File: config.mk
export PLATFORM = sky130hd
export DESIGN_NAME = mul_seq_ctrl
export DESIGN_NICKNAME = d
export VERILOG_FILES = /design/src/rtl/mul_seq_ctrl.sv
export SDC_FILE = /design/constraint.sdc
export NUM_CORES = 1
export LEC_CHECK = 0
export ABC_AREA = 0
export BUFFER_PORTS_ARGS = -buffer_cell sky130_fd_sc_hd__buf_2
export CAP_MARGIN = 20
export CORE_ASPECT_RATIO = 2
export CORE_UTILIZATION = 30
export DETAILED_ROUTE_END_ITERATION = 12
export PLACE_DENSITY = 0.46
export SETUP_SLACK_MARGIN = 0.15
export SYNTH_ARGS = -nofsm -noshare
export SYNTH_HDL_FRONTEND = slang
export SYNTH_SLANG_ARGS = --single-unit
File: constraint.sdc
create_clock -name clk -period 3.25 [get_ports clk]
set_clock_uncertainty 0.05 [all_clocks]
set_input_delay 0.65 -clock clk [delete_from_list [all_inputs] [get_ports clk]]
set_output_delay 0.65 -clock clk [all_outputs]
set_load 0.01 [all_outputs]
File: src/rtl/mul_seq_ctrl.sv
// Iterative radix-2 shift-add multiplier sequencer for the execute stage.
// Holds the pipeline through stall while it produces the low XLEN bits of src_a*src_b.
module mul_seq_ctrl #(
   parameter int XLEN       = 32,
   parameter bit EARLY_EXIT = 1'b0
) (
   input  logic            clk,
   input  logic            rst_n,
   input  logic            start,
   input  logic [3:0]      alucontrol,
   input  logic [XLEN-1:0] src_a,
   input  logic [XLEN-1:0] src_b,
   input  logic            flush,
   output logic            stall,
   output logic            busy,
   output logic            done,
   output logic [XLEN-1:0] result
);

   localparam logic [3:0] ALU_MUL = 4'b1111;
   localparam int         CW      = $clog2(XLEN + 1);

   typedef enum logic [1:0] {
      IDLE = 2'd0,
      BUSY = 2'd1,
      DONE = 2'd2
   } state_t;

   state_t          state, state_nxt;
   logic [XLEN-1:0] mcand, mplier, acc;
   logic [XLEN-1:0] mcand_nxt, mplier_nxt, acc_nxt;
   logic [CW-1:0]   cnt, cnt_nxt;
   logic            request, accept, finish;

   assign request = start && (alucontrol == ALU_MUL);

   // One shift-add step; carries out of bit XLEN-1 are dropped since only the low word is kept.
   always_comb begin
      acc_nxt    = mplier[0] ? (acc + mcand) : acc;
      mcand_nxt  = mcand << 1;
      mplier_nxt = mplier >> 1;
      cnt_nxt    = cnt - CW'(1);
      finish     = (cnt_nxt == '0) || (EARLY_EXIT && (mplier_nxt == '0));
   end

   // NOTE: sequential state uses non-blocking assignments so every register samples pre-edge values.
   always_ff @(posedge clk or negedge rst_n) begin
      if (!rst_n) begin
         state <= IDLE;
      end else begin
         state <= state_nxt;
      end
   end

   // NOTE: every output of this block gets a default first, so no path can infer a latch.
   always_comb begin
      state_nxt = state;
      accept    = 1'b0;
      stall     = 1'b0;
      busy      = 1'b0;
      done      = 1'b0;
      unique case (state)
         IDLE: begin
            if (request && !flush) begin
               accept    = 1'b1;
               stall     = 1'b1;
               state_nxt = BUSY;
            end
         end
         BUSY: begin
            busy  = 1'b1;
            stall = 1'b1;
            if (flush) begin
               state_nxt = IDLE;
            end else if (finish) begin
               state_nxt = DONE;
            end
         end
         DONE: begin
            done      = !flush;
            state_nxt = IDLE;
         end
         default: state_nxt = IDLE;
      endcase
   end

   // A flush during BUSY freezes the datapath; result only moves on a completed multiply.
   always_ff @(posedge clk or negedge rst_n) begin
      if (!rst_n) begin
         mcand  <= '0;
         mplier <= '0;
         acc    <= '0;
         cnt    <= '0;
         result <= '0;
      end else if (accept) begin
         mcand  <= src_a;
         mplier <= src_b;
         acc    <= '0;
         cnt    <= CW'(XLEN);
      end else if ((state == BUSY) && !flush) begin
         mcand  <= mcand_nxt;
         mplier <= mplier_nxt;
         acc    <= acc_nxt;
         cnt    <= cnt_nxt;
         if (finish) begin
            result <= acc_nxt;
         end
      end
   end

endmodule

Word level (Yosys, flattened, before mapping)
Cells that the tools add are included.
W data, S select, Z words.

word-level totals
  logic and storage cells = 41
  bits of input ports = 72
  register bits after elaboration = 136

operators by class
  muxes and demuxes = 18
  equality and inequality tests = 5
  bitwise gates (word level) = 1
  reductions and logical operators = 9
  add/sub/neg operators = 2

operators with widths
  operator               number
  $mux W32               7
  $add A32 B32 Y32       1
  $mux W6                2
  $logic_not A6 Y1       1
  $mux W2                3
  $sub A6 B1 Y6 const B  1
  $eq A4 B4 Y1 const B   1
  $mux W1                4
  $pmux W2 S2            1
  $logic_and A1 B1 Y1    3
  $ne A3 B3 Y1 const B   1
  $reduce_and A3 Y1      1
  $eq A2 B1 Y1 const B   1
  $eq A2 B2 Y1 const B   1
  $logic_not A2 Y1       1
  $ne A2 B2 Y1 const B   1
  $pmux W1 S2            1
  $reduce_and A2 Y1      1
  $reduce_bool A2 Y1     1
  $logic_not A1 Y1       1
  $not A1 Y1             1

Depth between registers and ports, before layout
Gate-level depths: netlist of run 1.

  depth after elaboration = 7
  mapped depth = 11
  depth with buffers taken out = 11

Worst setup path after synthesis of run 1
OpenSTA, ideal clock, no wires.

  path type = register to register
  start = register mcand[0]
  end = register result[30]
  setup time = 0.118 ns
  arrival = 2.614 ns
  slack = 0.468 ns
  cell stages (with the launch flop) = 12
  path buffers = 0
  cells stage by stage = dfrtp_1 > ha_1 > fa_1 > a21o_1 > a221oi_2 > nor3_2 > o31ai_4 > o22ai_1 > o21ai_1 > xor2_1 > a211oi_1 > a21o_1

between the ends
  cells in the longest elaborated chain, start to end = 2

RTL lines
  item                    RTL line  source
  start, declared         30        logic [XLEN-1:0] mcand, mplier, acc;
  start signal, assigned  96        mcand <= src_a;
  start signal, assigned  101       mcand <= mcand_nxt;
  $add A32 B32 Y32        39        acc_nxt = mplier[0] ? (acc + mcand) : acc;
  $mux W32                39
  end signal, assigned    106       result <= acc_nxt;
  end, declared           17        output logic [XLEN-1:0] result

No other way between the ends.
A chain may end at the register's enable or synchronous reset.

Worst setup path in the final report of run 1
  start = register mcand[0]
  end = register acc[12]

between the ends
  cells in the longest elaborated chain, start to end = 4

RTL lines
  item                  RTL line  source
  $add A32 B32 Y32      39
  $mux W32              39
  $mux W32              100       end else if ((state == BUSY) && !flush) begin
  $mux W32              95        end else if (accept) begin
  end signal, assigned  103       acc <= acc_nxt;
  end, declared         30

No other way between the ends. The select of a mux whose other input is x is not followed.

==> results of run 1 <==
registers in the layout, summed over array words and instances (netlist names):
register	flops
acc	32
mcand	32
mplier	32
state	2
result	32
cnt	6
cells by family after synthesis:
group / share of synthesized area [%]
XOR/XNOR: 3.85
flip-flops: 45.3
buffers and inverters: 3.45
AND/OR/NAND/NOR: 18.8
AO/OA/AOI/OAI: 21.4
adder cells (fa/ha/maj): 5.77
multiplexers: 1.40
critical path, cell delays in order, from the launching register on:
cell and delay (ns):
dfrtp_1 0.40, ha_1 0.24, fa_2 0.36, a21o_1 0.19, a221oi_2 0.33, buf_4 0.18, o21ai_1 0.11, nor2b_1 0.20
a21o_1 0.19, a21oi_1 0.17, xnor2_1 0.08, mux2i_1 0.23, o21ai_0 0.11
stage by stage:
step	std cells	cell area, sq um	power (uW)	worst slack, ns
global route	1286	8980	5620	0.162
finish	1286	8980	5290	0.293
CTS	1286	8960	5390	0.215
detailed placement	1258	8440	3550	0.238
floorplan	854	7510	3110	0.468
global placement	1258	8440	3540	0.260
worst min path at each step:
| stage | cells past startpoint | endpoint | slack, ns | start |
|---|---|---|---|---|
| 4_1_cts | 1 | result[4] | 0.03 | rst_n |
| 2_1_floorplan | 0 | acc[0] | 0.30 | rst_n |
| 5_1_grt | 1 | mplier[26] | 0.05 | rst_n |
| 6_report | 1 | result[4] | 0.05 | rst_n |
| 3_5_place_dp | 2 | mplier[14] | 0.41 | mplier[14] |
| 3_3_place_gp | 2 | result[10] | 0.41 | result[10] |
power by group through the flow:
stage | Sequential (uW) | Clock [uW] | Combinational, uW
floorplan | 2190 | 0 | 922
global placement | 2260 | 0 | 1280
detailed placement | 2260 | 0 | 1290
CTS | 2240 | 1850 | 1300
global route | 2270 | 1900 | 1440
finish | 2230 | 1780 | 1280
cell usage after synthesis (9+ instances only):
cell	count	area (sq um)
inv_1	13	48.8
a31oi_1	21	131
dfrtp_1	136	3400
a22oi_1	44	330
nand3_1	39	195
a21oi_1	39	195
xor2_1	17	149
nor2_1	57	214
and3_1	11	68.8
a21o_1	17	128
ha_1	33	413
nand2_1	190	713
clkbuf_1	38	143
o21ai_0	64	320
xnor2_1	16	140
o211ai_1	10	75.1
o21a_1	17	128
mux2i_1	9	90.1
area by class of cell:
cell class / count / area share [%]
Tap cell: 332 / 4.63
Sequential cell: 136 / 37.9
Clock inverter: 5 / 0.557
Multi-Input combinational cell: 653 / 43.3
Timing Repair Buffer: 123 / 7.82
Clock buffer: 23 / 5.21
Inverter: 14 / 0.585
per-layer routing:
metal | GRT usage (%) | vias to the layer above | part of all wire, %
met1 | 20.1 | 3054 | 39
met2 | 35.1 | 115 | 55
li1 | - | 3194 | -
met4 | 7.33 | 0 | 2.3
met5 | 0 | - | 0
met3 | 3.49 | 24 | 3.0
==> run metrics, run 1 <==
CTS root buf clkbuf_16; post_cts resized 0; fmax 338 MHz; syn_area_per_cell ~8.8 sq um; die footprint 25,700 sq um; vias in the first global route about 6,600; WP data required 3.51 ns; Worst R2R End acc[12]; IO Count 107; crit end category register; critical path type register to register; H-tree depth 4; GPL Wtd Cong 0.869; Mapped Cells 854; reg2reg setup slack around 0.29 ns; Post-Synthesis Cell Area about 7500 sq um; FP Rows 81; pin count of the biggest net entering global routing a little under 70; antenna violations before repair 0; Multi-input gate area between 3000 and 4000 sq um; R2R depth 12; Yosys reg bits around 140; dpl hpwl 15,800 microns; Post-Route WL 22,500 microns; register area 3400 sq um; PortBufs 106; Layout Nets 1,051; Top FF cell, synth dfrtp_1; DRT Pass-1 Iters 4; hold buffers post-CTS 0; postcts setup bufs 0; DR iter-0 viols 240; first-pass GRT wire length 35,600 microns; Reg power frac 42.2%; Final TNS setup 0 ns; net switching share of the total power 32.5%; CP endpoint acc[12]; CTS buffer count 17; type of the worst min-delay path primary input to async pin; sequential area share after synthesis ~45%; CTS tree done; GRT overflow 0; CTS max path bufs 2; Power Dens Cells around 600 nW/um^2; measured slew at the worst slew-check pin 0.857 ns; crit-path max FO 3; Clk pwr share between 30% and 40%; WP data arrival 3.21 ns; reg2reg start mcand[0]; Distinct cells, synth 55; RSZ-0062 raised after global routing no; final design utilization approximately 37%; worst vdd ir 0.000307 V; number of synthesized flops with an enable pin 0; Final Hold Vio Count 0; Die Ht 226 microns; P_sw 1720 uW; chip width 114 microns; status finished clean; Total Routing Usage GR 18.6%; startpoint types register; Lkg Pwr 0.00446 uW; min Tclk post-route slightly below 3 ns; most frequent cells in the layout 190 x nand2_1, 136 x dfrtp_1, 105 x buf_2; Slew Limit Fails 0; drt drc 0; share of cells above drive strength 1 ~17%; initial core utilization 30.6%; Pint 3570 uW; later-pin clock latency in the skew report 0.44 ns; vias 6,387; Worst-path clk slew ~0.060 ns; Max-slew headroom between 40% and 50%; Final Setup Violations 0; ANT cells 0; async set-reset flop share out of synthesis 100%; Vias/cell 4.97; ANT nets after route 0; CTS Sinks 136; drt wl/cell 17.5 microns; Comb pwr share about a quarter; post-synth net total between 900 and 1,000; period utilisation layout 91.0%; Area growth, synth to finish 19.6%; # Max-Cap Violations 0; core area 24,500 sq um; Fillers between 2,000 and 3,000; Syn. warnings 0; final hold slack ~0.046 ns; commonest non-fill, non-tap cell in the layout nand2_1; CP Launch Point mcand[0]
Power figures use the tool's default switching activity.
==> run 2: changes to the inputs <==
- ABC_AREA: 0 -> 1
- PLACE_DENSITY: 0.46 -> not set
==> run metrics, run 2 <==
# Max-Cap Violations 0 (unchanged); hold buffers post-CTS 0 (unchanged); period utilisation layout 73.7% (was 91.0%); critical path type register to register (unchanged); ANT nets after route 0 (unchanged); R2R depth 9 (was 12); WP data required 3.48 ns (was 3.51 ns); top-count cell post-synth nand2_1 (unchanged); Placed Cells 1,623 (was 1,258); most frequent cells after synthesis 513 x nand2_1, 156 x nand3_1, 141 x inv_1 (was 190 x nand2_1, 136 x dfrtp_1, 64 x o21ai_0); Post-Route WL 25,100 microns (was 22,500 microns); vias in the first global route 7,981 (was 6,561); Final Hold Vio Count 0 (unchanged); Slew Limit Fails 0 (unchanged); Mapped Cells 1,201 (was 854); post_cts resized 0 (unchanged); H-tree depth 4 (unchanged); GRT overflow 0 (unchanged); Post-Synthesis Cell Area 8270 sq um (was 7510 sq um); Lkg Pwr 0.00541 uW (was 0.00446 uW); sequential area share after synthesis 41.1% (was 45.3%); commonest non-fill, non-tap cell in the layout nand2_1 (unchanged); die footprint 28,300 sq um (was 25,700 sq um); drt drc 0 (unchanged); Post-Layout Cell Count 1,655 (was 1,286); startpoint types register (unchanged); FP Rows 85 (was 81); antenna violations before repair 0 (unchanged); Die Ht 237 microns (was 226 microns); DRT Pass-1 Iters 5 (was 4); async set-reset flop share out of synthesis 100% (unchanged); Worst-path clk slew 0.06 ns (about the same); postcts setup bufs 0 (unchanged); status finished clean (unchanged); pin count of the biggest net entering global routing 90 (was 68); number of synthesized flops with an enable pin 0 (unchanged); worst vdd ir 0.000275 V (was 0.000307 V); Vias/cell 4.72 (was 4.97); Worst R2R End result[8] (was acc[12]); crit-path max FO 4 (was 3); CP endpoint result[8] (was acc[12]); drt wl/cell 15.2 microns (was 17.5 microns); IO Count 107 (unchanged); area leader, netlist dfrtp_1 (unchanged); vias 7,810 (was 6,387); ANT cells 0 (unchanged); share of cells above drive strength 1 13.1% (was 17.2%); initial core utilization 30.6% (about the same); DR iter-0 viols 358 (was 240); Distinct cells, synth 29 (was 55); PortBufs 106 (unchanged); CTS max path bufs 2 (unchanged); type of the worst min-delay path primary input to async pin (unchanged); measured slew at the worst slew-check pin 0.795 ns (was 0.857 ns); post-synth net total 1,307 (was 960); most frequent cells in the layout 513 x nand2_1, 156 x nand3_1, 141 x inv_1 (was 190 x nand2_1, 136 x dfrtp_1, 105 x buf_2); core area 27,000 sq um (was 24,500 sq um); CP Launch Point mcand[0] (unchanged); Total Power 6410 uW (was 5290 uW); Power Dens Cells 659 nW/um^2 (was 589 nW/um^2); Total Routing Usage GR 18.8% (was 18.6%); RSZ-0062 raised after global routing no (unchanged); Area growth, synth to finish 17.6% (was 19.6%); min Tclk post-route 2.39 ns (was 2.96 ns); Layout Nets 1,400 (was 1,051); Yosys reg bits 136 (unchanged); Syn. warnings 0 (unchanged); syn_area_per_cell 6.89 sq um (was 8.79 sq um); dpl hpwl 18,900 microns (was 15,800 microns); CTS tree done (unchanged); GPL Wtd Cong 0.972 (was 0.869); first-pass GRT wire length 40,400 microns (was 35,600 microns); Max-slew headroom 46.9% (was 42.9%); WP data arrival 2.63 ns (was 3.21 ns); reg2reg setup slack 0.86 ns (was 0.29 ns); CTS Sinks 136 (unchanged); Final Setup Violations 0 (unchanged); Final TNS setup 0 ns (unchanged); CTS root buf clkbuf_16 (unchanged); chip width 119 microns (was 114 microns); Top FF cell, synth dfrtp_1 (unchanged); reg2reg start mcand[0] (unchanged); crit end category register (unchanged); later-pin clock latency in the skew report 0.44 ns (about the same); CTS buffer count 17 (unchanged); fmax 418 MHz (was 338 MHz); Yosys top cell area share 41.1% (was 45.3%); largest cells by area after synthesis dfrtp_1 41%, nand2_1 23%, nand3_1 9.4% (was dfrtp_1 45%, nand2_1 9.5%, ha_1 5.5%)
[run 2: cell count changes after synthesis, moves of 11 or more]
cell	change
nand3_1	+117
nor2_1	-13
clkbuf_1	-14
a31oi_1	-21
o21ai_0	-34
o21a_1	-17
a21oi_1	-17
inv_1	+128
and3_1	-11
or2_2	+14
a21o_1	-16
a22oi_1	-44
nand2_1	+323
[run 2: logic make-up (layout without fill, tap and decap cells)]
family,Yosys count,in the layout,synth area share [%]
flip-flops,136,136,41.1
buffers and inverters,188,294,8.97
XOR/XNOR,19,19,2.01
adder cells (fa/ha/maj),34,34,5.23
AO/OA/AOI/OAI,80,80,5.57
AND/OR/NAND/NOR,744,744,37.1
[run 2: routing by layer]
layer / part of all wire, % / up-vias / global-route usage, % / routed length, microns
met1: 36 / 3661 / 17.9 / 9090
met4: 5.6 / 0 / 12.3 / 1410
li1: - / 3954 / - / -
met2: 56 / 130 / 36.3 / 14100
met5: 0 / - / 0 / 0
met3: 2.2 / 65 / 2.72 / 549
[run 2: where the power goes]
part / total (uW) / switching, uW / internal (uW)
clock: 1890 / 807 / 1080
sequential: 2340 / 285 / 2050
combinational: 2180 / 1390 / 794
[run 2: final cells by class]
type	count	area (sq um)
inverters	146	548
clock buffers	19	443
fillers	2946	17300
clock inverters	13	123
repair buffers	116	637
flip-flops and latches	136	3400
well taps	348	435
multi-input cells	877	4140
[run 2: how the worst min path moves through the flow]
| stage | endpoint | cells past startpoint |
|---|---|---|
| 6_report | result[5] | 1 |
| 4_1_cts | result[5] | 1 |
| 3_5_place_dp | result[28] | 2 |
| 5_1_grt | result[5] | 1 |
| 3_3_place_gp | result[16] | 2 |
| 2_1_floorplan | acc[0] | 0 |
[run 2: metrics by stage]
step	worst slack, ns	hold WS [ns]	util (%)	area [sq um]
6_report	0.855	0.127	36.0	9730
5_1_grt	0.675	0.159	36.0	9730
4_1_cts	0.831	0.136	36.0	9730
3_5_place_dp	0.855	0.414	33.9	9160
3_3_place_gp	0.906	0.412	33.9	9160
2_1_floorplan	1.13	0.304	-	8270
[run 2: worst max-delay path, cell delays in order (launching register included)]
cell and delay (ns):
dfrtp_1 0.38, ha_1 0.25, fa_1 0.45, nand3_1 0.10, nand3_1 0.15, nand2_1 0.10
nand2_1 0.08, xor2_1 0.17, o21ai_0 0.35, o21ai_0 0.16
